**config.mk**
```make
export PLATFORM = sky130hd
export DESIGN_NAME = vga_ram_loader
export DESIGN_NICKNAME = d
export VERILOG_FILES = /design/src/rtl/vga_ram_loader.sv
export SDC_FILE = /design/constraint.sdc
export NUM_CORES = 1
export LEC_CHECK = 0
export ABC_AREA = 1
export CAP_MARGIN = 20
export CORE_MARGIN = 1.5
export CORE_UTILIZATION = 40
export CTS_BUF_LIST = sky130_fd_sc_hd__clkbuf_4 sky130_fd_sc_hd__clkbuf_8
export DETAILED_ROUTE_END_ITERATION = 16
export GPL_TIMING_DRIVEN = 0
export PLACE_DENSITY = 0.74
export SLEW_MARGIN = 20
export SYNTH_ARGS = -nofsm -noshare
export SYNTH_HDL_FRONTEND = slang
export SYNTH_SLANG_ARGS = --single-unit
```
**constraint.sdc**
```tcl
create_clock -name clk -period 2.2 [get_ports clk]
set_input_delay 0.33 -clock clk [delete_from_list [all_inputs] [get_ports clk]]
set_output_delay 0.33 -clock clk [all_outputs]
set_load 0.1 [all_outputs]
```
**src/rtl/vga_ram_loader.sv**
```systemverilog
// Frame-synchronous scanner copying registers, imem and dmem words into
// the VGA display RAM write ports, one read issued per pixel clock.
//
// Ports:
//   clk, rst (async, active low), frame_tick, freeze
//   reg/imem/dmem_rd_addr out, reg/imem/dmem_rd_data in
//   reg/instr/data_mem_{data,addr,enable} out
//   busy, frame_done out
module vga_ram_loader #(
  parameter int          REG_COUNT    = 32,
  parameter int          INSTR_WORDS  = 92,
  parameter int          DATA_WORDS   = 92,
  parameter logic [31:0] INSTR_BASE   = 32'h0000_0000,
  parameter logic [31:0] DATA_BASE    = 32'h0000_0000,
  parameter int          READ_LATENCY = 1
) (
  input  logic        clk,
  input  logic        rst,
  input  logic        frame_tick,
  input  logic        freeze,
  output logic [4:0]  reg_rd_addr,
  input  logic [31:0] reg_rd_data,
  output logic [31:0] imem_rd_addr,
  input  logic [31:0] imem_rd_data,
  output logic [31:0] dmem_rd_addr,
  input  logic [31:0] dmem_rd_data,
  output logic [31:0] reg_mem_data,
  output logic [4:0]  reg_mem_addr,
  output logic        reg_mem_enable,
  output logic [31:0] instr_mem_data,
  output logic [6:0]  instr_mem_addr,
  output logic        instr_mem_enable,
  output logic [31:0] data_mem_data,
  output logic [6:0]  data_mem_addr,
  output logic        data_mem_enable,
  output logic        busy,
  output logic        frame_done
);

  typedef enum logic [2:0] {
    IDLE,
    SCAN_REG,
    SCAN_INSTR,
    SCAN_DATA,
    DRAIN,
    DONE
  } state_t;

  localparam logic [1:0] SRC_REG   = 2'd0;
  localparam logic [1:0] SRC_INSTR = 2'd1;
  localparam logic [1:0] SRC_DATA  = 2'd2;

  localparam logic [6:0] REG_LAST   = 7'(REG_COUNT - 1);
  localparam logic [6:0] INSTR_LAST = 7'(INSTR_WORDS - 1);
  localparam logic [6:0] DATA_LAST  = 7'(DATA_WORDS - 1);
  localparam logic [6:0] DRAIN_LAST = 7'(READ_LATENCY);

  typedef struct packed {
    logic       v;
    logic [1:0] src;
    logic [6:0] idx;
  } tag_t;

  state_t      state_q;
  state_t      state_d;
  logic [6:0]  idx_q;
  logic        pend_q;
  logic        req;
  logic        start;
  logic        iss_reg;
  logic        iss_instr;
  logic        iss_data;
  logic [31:0] instr_cur;
  logic [31:0] data_cur;
  logic [4:0]  reg_addr_q;
  logic [31:0] imem_addr_q;
  logic [31:0] dmem_addr_q;
  tag_t        tag_in;
  tag_t        tag_out;
  tag_t        tag_q [READ_LATENCY];

  assign req     = frame_tick & ~freeze;
  assign start   = (state_d == SCAN_REG) &&
                   (state_q != SCAN_REG);
  assign tag_out = tag_q[READ_LATENCY-1];

  always_ff @(posedge clk or negedge rst) begin
    if (!rst) state_q <= IDLE;
    else      state_q <= state_d;
  end

  always_comb begin
    state_d = state_q;
    unique case (state_q)
      IDLE: if (req) state_d = SCAN_REG;
      SCAN_REG:
        if (idx_q == REG_LAST) state_d = SCAN_INSTR;
      SCAN_INSTR:
        if (idx_q == INSTR_LAST) state_d = SCAN_DATA;
      SCAN_DATA:
        if (idx_q == DATA_LAST) state_d = DRAIN;
      DRAIN:
        if (idx_q == DRAIN_LAST) state_d = DONE;
      DONE:
        state_d = (pend_q || req) ? SCAN_REG : IDLE;
      default: state_d = IDLE;
    endcase
  end

  always_comb begin
    iss_reg    = (state_q == SCAN_REG);
    iss_instr  = (state_q == SCAN_INSTR);
    iss_data   = (state_q == SCAN_DATA);
    busy       = iss_reg || iss_instr || iss_data ||
                 (state_q == DRAIN);
    frame_done = (state_q == DONE);
    instr_cur  = INSTR_BASE + {23'd0, idx_q, 2'b00};
    data_cur   = DATA_BASE + {23'd0, idx_q, 2'b00};
    // Idle sources keep presenting their last address.
    reg_rd_addr  = iss_reg   ? idx_q[4:0] : reg_addr_q;
    imem_rd_addr = iss_instr ? instr_cur  : imem_addr_q;
    dmem_rd_addr = iss_data  ? data_cur   : dmem_addr_q;
    tag_in.v   = iss_reg || iss_instr || iss_data;
    tag_in.idx = idx_q;
    tag_in.src = iss_reg   ? SRC_REG :
                 iss_instr ? SRC_INSTR : SRC_DATA;
  end

  always_ff @(posedge clk or negedge rst) begin
    if (!rst) begin
      idx_q            <= '0;
      pend_q           <= 1'b0;
      reg_addr_q       <= '0;
      imem_addr_q      <= '0;
      dmem_addr_q      <= '0;
      for (int i = 0; i < READ_LATENCY; i++)
        tag_q[i] <= '0;
      reg_mem_data     <= '0;
      reg_mem_addr     <= '0;
      reg_mem_enable   <= 1'b0;
      instr_mem_data   <= '0;
      instr_mem_addr   <= '0;
      instr_mem_enable <= 1'b0;
      data_mem_data    <= '0;
      data_mem_addr    <= '0;
      data_mem_enable  <= 1'b0;
    end else begin
      if (state_d != state_q || state_q == IDLE)
        idx_q <= '0;
      else
        idx_q <= idx_q + 7'd1;

      // One request can queue behind a running scan.
      if (start)
        pend_q <= 1'b0;
      else if (req && state_q != IDLE)
        pend_q <= 1'b1;

      if (iss_reg)   reg_addr_q  <= idx_q[4:0];
      if (iss_instr) imem_addr_q <= instr_cur;
      if (iss_data)  dmem_addr_q <= data_cur;

      tag_q[0] <= tag_in;
      for (int i = 1; i < READ_LATENCY; i++)
        tag_q[i] <= tag_q[i-1];

      reg_mem_enable   <= 1'b0;
      instr_mem_enable <= 1'b0;
      data_mem_enable  <= 1'b0;
      if (tag_out.v) begin
        case (tag_out.src)
          SRC_REG: begin
            reg_mem_data   <= reg_rd_data;
            reg_mem_addr   <= tag_out.idx[4:0];
            reg_mem_enable <= 1'b1;
          end
          SRC_INSTR: begin
            instr_mem_data   <= imem_rd_data;
            instr_mem_addr   <= tag_out.idx;
            instr_mem_enable <= 1'b1;
          end
          SRC_DATA: begin
            data_mem_data   <= dmem_rd_data;
            data_mem_addr   <= tag_out.idx;
            data_mem_enable <= 1'b1;
          end
          default: ;
        endcase
      end
    end
  end

endmodule

```
# Word-level counts from Yosys, hierarchy flattened

Cells that the tools add are included.

$add $sub $neg: 1
Multipliers: 0
Divide/modulo/power cells: 0
$lt $le $gt $ge: 0
Equal/unequal tests: 13
Shift operators: 0
Multiplexer cells: 21
Bitwise operators: 2
Reductions and logical operators: 14

Operators with widths:

| operator                                                                 | number |
|---|---|
| 32-bit two-way mux                                                       | 2 |
| 3-bit one-hot mux with 6 select lines                                    | 1 |
| 3-bit two-way mux                                                        | 5 |
| 1-bit two-way mux                                                        | 9 |
| 7-bit by 1-bit adder with 7-bit output (second input constant)           | 1 |
| 7-bit by 1-bit equality test with 1-bit output (second input constant)   | 1 |
| 7-bit by 5-bit equality test with 1-bit output (second input constant)   | 1 |
| 7-bit equality test (second input constant)                              | 1 |
| 7-bit two-way mux                                                        | 1 |
| 3-bit by 1-bit equality test with 1-bit output (second input constant)   | 2 |
| 3-bit by 2-bit equality test with 1-bit output (second input constant)   | 2 |
| 3-bit equality test (second input constant)                              | 2 |
| 2-bit AND reduction                                                      | 3 |
| 1-bit logical OR                                                         | 5 |
| 5-bit two-way mux                                                        | 1 |
| 2-bit two-way mux                                                        | 2 |
| 3-bit logical NOT                                                        | 1 |
| 3-bit by 1-bit inequality test with 1-bit output (second input constant) | 1 |
| 3-bit inequality test                                                    | 1 |
| 3-bit nonzero test                                                       | 1 |
| 2-bit by 1-bit equality test with 1-bit output (second input constant)   | 1 |
| 2-bit equality test (second input constant)                              | 1 |
| 1-bit logical AND                                                        | 2 |
| 2-bit logical NOT                                                        | 1 |
| other kinds (3)                                                          | 3 |

Bits in registers: 208
Bits in latches: 0
Memory bits (writable): 0
Memory bits (read-only): 0
Bits of input ports: 100
Output and inout bits: 189
Logic and storage cells: 69
Memories kept: 0

# Depth between registers and ports, before layout

Gate-level depths: netlist of run 1.

Depth after elaboration: 8
Mapped depth: 11
Depth with buffers taken out: 11

# Least setup slack after synthesis of run 1

No wires, ideal clock.

Kind: reg-to-reg
Start point: register state_q[2]
End point: register dmem_addr_q[2]
Library setup time: 353 ps
Arrival: 3207 ps
Path slack: -1360 ps
Cell stages (with the launch flop): 5
Path buffers: 1
Path through: dfrtp_1 > nor3_4 > inv_2 > clkbuf_1 > o21ai_0

Word-level cells in the longest chain between the ends: 2

RTL lines:

| item                                           | line | source |
|---|---|---|
| from (decl)                                    | 64   | `state_t state_q;` |
| from (signal assigned)                         | 89   | `else state_q <= state_d;` |
| 3-bit by 2-bit equality test with 1-bit output | 113  | `iss_data = (state_q == SCAN_DATA);` |
| 32-bit two-way mux                             | n/a  |  |
| via dmem_rd_addr[2]                            | 25   | `output logic [31:0] dmem_rd_addr,` |
| to (signal assigned)                           | 161  | `if (iss_data) dmem_addr_q <= data_cur;` |
| to (decl)                                      | 77   | `logic [31:0] dmem_addr_q;` |

The timed path passes the listed nets, and every way through them passes these cells.
A chain may end at the register's enable or synchronous reset.

# Final worst setup path of run 1

Start point: register state_q[1]
End point: output port imem_rd_addr[6]

Word-level cells in the longest chain between the ends: 2

RTL lines:

| item                                           | line | source |
|---|---|---|
| 3-bit by 2-bit equality test with 1-bit output | 112  | `iss_instr = (state_q == SCAN_INSTR);` |
| 32-bit two-way mux                             | n/a  |  |
| to (decl)                                      | 23   | `output logic [31:0] imem_rd_addr,` |

No other way between the ends.

==> results of run 1 <==
## cells by family (layout without fill, tap and decap cells)
logic type               count (synthesis)  after routing
XOR/XNOR                                 5              5
adder cells (fa/ha/maj)                  2              2
flip-flops                             208            208
AO/OA/AOI/OAI                           42             42
buffers and inverters                  111            486
AND/OR/NAND/NOR                        433            433
## report_power, final
group	switching [µW]	internal (µW)
combinational	612	242
sequential	29.1	3890
clock	1550	2310
## cell type report
cell class	count	area, µm²
Fill cell	1411	5840
Clock inverter	5	55.1
Tap cell	234	293
Multi-Input combinational cell	482	2390
Buffer	30	234
Timing Repair Buffer	309	3540
Sequential cell	208	5210
Clock buffer	61	764
Inverter	81	307
## sequential cells by signal, summed over array words and instances (netlist names)
signal and flops:
data_mem_enable 1, data_mem_addr 7, instr_mem_enable 1, data_mem_data 32, pend_q 1, instr_mem_data 32
dmem_addr_q 32, imem_addr_q 32, idx_q 7, reg_mem_addr 5, reg_mem_enable 1, instr_mem_addr 7
reg_mem_data 32, reg_addr_q 5, state_q 3, tag_out 10
## layer usage
layer	vias to the layer above	share of wire (%)	wire, µm	track usage [%]
li1	3104	-	-	-
met1	3077	37	8410	25.4
met3	51	9.6	2200	8.73
met5	-	0	0	0
met2	266	51	11600	40.3
met4	0	2.7	617	7.29
## final timing paths
path                                 start  slack, ns                to
hold / removal                         rst       0.35   dmem_addr_q[11]
hold reg to reg                   idx_q[1]       0.44        tag_out[1]
min in group clk           dmem_rd_data[3]       0.35  data_mem_data[3]
max in group asynchronous              rst       0.71  data_mem_addr[5]
setup reg to reg                state_q[1]       0.24          idx_q[3]
setup / recovery                state_q[1]       -0.1   imem_rd_addr[6]
## stage by stage
stage	utilization [%]	hold WS, ns	setup WS [ns]	total power, µW	std cells
after detailed placement	59.3	0.301	-0.983	4890	1325
after CTS	67.6	0.314	-0.111	8750	1407
final	68.7	0.349	-0.0956	8630	1410
after global routing	68.7	0.311	-0.178	8980	1410
after global placement	59.0	0.417	-7.96	4870	1323
after floorplan	-	0.0344	-0.477	4480	801
## critical path, delay by kind of cell, from the launching register on
family                 cells  cell delay, ns
flip-flops                 1            0.41
AO/OA/AOI/OAI              1            0.09
buffers and inverters      4            0.58
AND/OR/NAND/NOR            2            0.37
## Yosys cell counts, types with 2 or more instances
master / instances
clkbuf_1: 26
o21ai_0: 38
nand3_1: 7
nor3_2: 2
nor3_1: 3
inv_1: 76
xor2_1: 4
nor2_1: 46
nand2_1: 369
inv_2: 5
a21oi_1: 2
buf_2: 4
ha_1: 2
dfrtp_1: 208
## repair_timing
| action | CTS | global route |
|---|---|---|
| pin swaps | 3 | 1 |
| hold endpoints to repair | 63 | 0 |
| resized for setup | 783 | 42 |
| endpoints found under the setup margin | 189 | 72 |
| hold buffers | 1 | 0 |
| buffers inserted | 12 | 1 |
| cloned | 3 | 2 |
==> metrics.txt, run 1 <==
clock network latency to the later pin of the worst-skew pair 0.51 ns; Pleak 0.00621 µW; antenna fix cells 0; Post-Syn Area 7600 µm²; area post-placement 11,100 µm²; GPL Wtd Cong 0.823; final setup margin -0.0956 ns; initial antenna violation count 0; ANT nets after route 0; HP Class in -> async; RSZ-0062 raised after global routing true; Setup crit end kind primary output; Design Area, Final 12,800 µm²; row count 50; I/O pins 289; iteration count of the initial detailed-routing pass 5; minimum clock period 2.30 ns; fraction of layout cells with a size suffix above 1 23.2%; Mapped Avg Cell Area 9.49 µm²; Post-Synth XOR/XNOR Area 0.576%; CTS Sinks 208; Chip Height 141 µm; H-Tree Depth 2; Hold Vio Cnt, Final 0; core footprint 18,600 µm²; DR iter-0 viols 320; vias in the first global route 6,750; number of cells on the worst reg-to-reg path 14; Final Max Tran Viols 0; Max Clock Skew 0.0222 ns; most area-consuming cells after synthesis dfrtp_1 (68%), nand2_1 (18%), inv_1 (3.8%); final setup fails 38; pin count of the biggest net entering global routing 77; critical path cell sequence inv_2, nor3_4, inv_4, buf_6, nand2_1, o21ai_4, buf_12; register area share after synthesis 68.5%; # DRC 0; most frequent cells in the layout nand2_1 (347), dfrtp_1 (206), dlygate4sd2_1 (117); Post-Synth Simple-Gate Area 22.3%; post-synthesis compound-gate area fraction 2.78%; Synth cell types 23; drt wl/cell 16.2 µm; crit start category flop; Max stage delay cell, worst path dfrtp_1; Cells after Synth 801; commonest non-fill, non-tap cell in the layout nand2_1; worst-path fanout max 10; setup TNS -1.26 ns; CP Class reg -> out; ys async rst share 100%; Die ar. 19,800 µm²; outcome complete, but fails checks; DR vias 6,498; Slew HR 31.2%; number of synthesized flops with an enable pin 0; Area Growth Syn to Fin 68.4%; total wire length 22,800 µm; # nets final 1,252; Worst VDD drop 0.558 mV; Initial Utilization 40.8%; Largest stage delay, worst path 0.41 ns; Fmax 436 MHz; Port Buffers 288; clock slew seen by the registers of the worst setup and hold paths 0.06 ns; Max clock buf depth 3; CTS buffer count 38; DIE WIDTH 141 µm; post-synth top area share 68.5%; Power Density 675 nW/µm²; top cell type by total area after synthesis dfrtp_1; post-synthesis mux area share 0%; largest family of logic cells by synthesized area simple AND/OR/NAND/NOR gates; grt total ovfl 0; clk root buf clkbuf_8; ys flop type dfrtp_1; post-synthesis adder-cell area fraction 0.329%; HPWL Detailed 14,500 µm; CTS tree built; Slew @ Worst Pin 1.04 ns; violated checks setup timing; crit path DAT 1.97 ns; Req. time, crit path 1.87 ns; vias per cell 4.61; Seq cells post-synth 208; Yosys warnings 0; All-Layer GR Usage 22.8%; period utilization 104%; first-pass GRT wire length 35,500 µm; Post-Syn Nets 903; Max-Cap Viols 0
(Power assumes the default switching activity.)
==> inputs of run 2 (changes only) <==
--- a/config.mk
+++ b/config.mk
@@ -6,13 +6,15 @@
 export NUM_CORES = 1
 export LEC_CHECK = 0
 export ABC_AREA = 1
-export CAP_MARGIN = 20
+export CAP_MARGIN = 30
+export CELL_PAD_IN_SITES_DETAIL_PLACEMENT = 0
+export CELL_PAD_IN_SITES_GLOBAL_PLACEMENT = 1
 export CORE_MARGIN = 1.5
-export CORE_UTILIZATION = 40
+export CORE_UTILIZATION = 33
 export CTS_BUF_LIST = sky130_fd_sc_hd__clkbuf_4 sky130_fd_sc_hd__clkbuf_8
 export DETAILED_ROUTE_END_ITERATION = 16
 export GPL_TIMING_DRIVEN = 0
-export PLACE_DENSITY = 0.74
+export PLACE_DENSITY_LB_ADDON = 0.1
 export SLEW_MARGIN = 20
 export SYNTH_ARGS = -nofsm -noshare
 export SYNTH_HDL_FRONTEND = slang
==> metrics.txt, run 2 (synthesized netlist as in run 1, its figures left out) <==
flop2flop setup slack 0.35 ns; # nets final 1,263; violated checks setup timing; Worst VDD drop 0.473 mV; drt wl/cell 15.3 µm; ANT nets after route 0; CTS tree built; GPL Wtd Cong 0.794; final setup margin -0.110 ns; grt total ovfl 0; Hold Vio Cnt, Final 0; Area Growth Syn to Fin 72.9%; area post-placement 11,300 µm²; commonest non-fill, non-tap cell in the layout nand2_1; worst-path fanout max 6; initial antenna violation count 0; Placed Cells 1,383; first-pass GRT wire length 35,700 µm; Final Power 8290 µW; Largest stage delay, worst path 0.47 ns; clock slew seen by the registers of the worst setup and hold paths 0.06 ns; Die ar. 24,000 µm²; Max clock buf depth 3; crit start category flop; Design Area, Final 13,100 µm²; CTS buffer count 38; WP buf/inv 4; H-Tree Depth 2; HP Class in -> async; vias in the first global route 6,501; crit path DAT 1.98 ns; non-filler cells, final 1,464; Port Buffers 288; iteration count of the initial detailed-routing pass 4; HPWL Detailed 14,900 µm; Fmax 433 MHz; clk root buf clkbuf_8; RSZ-0062 raised after global routing true; Pleak 0.00629 µW; clock network latency to the later pin of the worst-skew pair 0.52 ns; vias per cell 4.37; Final Max Tran Viols 0; I/O pins 289; DR vias 6,404; # DRC 0; Power Density 631 nW/µm²; antenna fix cells 0; Slew HR 31.9%; most frequent cells in the layout nand2_1 (352), dfrtp_1 (206), dlygate4sd2_1 (111); core footprint 22,600 µm²; final setup fails 43; Req. time, crit path 1.87 ns; Setup crit end kind primary output; Initial Utilization 33.6%; Max Clock Skew 0.0293 ns; total wire length 22,400 µm; All-Layer GR Usage 18.9%; DIE WIDTH 155 µm; CP delay by family, top buffers and inverters; CP Class reg -> out; Chip Height 155 µm; period utilization 105%; fraction of layout cells with a size suffix above 1 22.7%; pin count of the biggest net entering global routing 87; minimum clock period 2.31 ns; CTS Sinks 208; Max-Cap Viols 0; DR iter-0 viols 302; row count 55; critical path cell sequence nor3_4, buf_6, inv_8, clkbuf_16, o21ai_4, buf_12; fin util 58.0%; Slew @ Worst Pin 1.03 ns; outcome complete, but fails checks; Max stage delay cell, worst path dfrtp_2
-- run 2: cell types whose count changed in the layout (fill, tap and decap cells not counted), moves of 2 or more --
cell,delta
buf_12,+9
buf_16,+7
buf_6,-6
clkbuf_4,-4
clkbuf_8,-2
clkdlybuf4s50_1,+7
dlygate4sd2_1,-6
inv_1,+4
inv_2,-6
nand2_1,+5
nand2_2,-5
nor2_2,-9
nor2_4,+10
-- run 2: path summary, 6_finish.rpt --
| check | start | endpoint | cells past startpoint |
|---|---|---|---|
| max | state_q[2] | dmem_rd_addr[5] | 6 |
| min reg2reg | idx_q[1] | tag_out[1] | 0 |
| min in group clk | reg_rd_data[22] | reg_mem_data[22] | 3 |
| max reg2reg | idx_q[0] | idx_q[6] | 11 |
| min | rst | data_mem_data[20] | 2 |
| max in group asynchronous | rst | imem_addr_q[26] | 4 |
-- run 2: cell type report --
cell class                      instances  area, µm²
Inverter                               81        317
Sequential cell                       208       5210
Clock inverter                          4       22.5
Fill cell                            1985       9500
Tap cell                              285        357
Timing Repair Buffer                  320       3860
Buffer                                 30        243
Multi-Input combinational cell        482       2440
Clock buffer                           54        693
-- run 2: repair_timing --
action                                  CTS  global route
hold endpoints to repair                 45             0
gates cloned                              4             2
endpoints found under the setup margin  182            71
hold buffers                              1             0
gates resized for setup                 802            45
pin swaps                                 6             9
buffers inserted                          8             8
-- run 2: metal layers --
metal	part of all wire, %	vias to the layer above	GRT usage, %
met5	0	-	0
met4	2.9	0	7.05
met3	7.5	49	5.60
met2	48	210	31.1
met1	42	3021	23.7
li1	-	3124	-
-- run 2: where the power goes --
part | total [µW] | switching (µW) | internal (µW)
sequential | 3920 | 27.6 | 3890
combinational | 858 | 615 | 242
clock | 3510 | 1520 | 2000
-- run 2: metrics by stage --
stage               setup WS (ns)  setup TNS, ns  hold slack (ns)
floorplan                  -0.477          -4.49           0.0344
global placement            -8.53       -1818.38            0.417
detailed placement         -0.941         -46.57            0.249
CTS                        -0.109          -2.34            0.291
global route               -0.221          -6.85            0.332
finish                     -0.110          -2.13            0.308
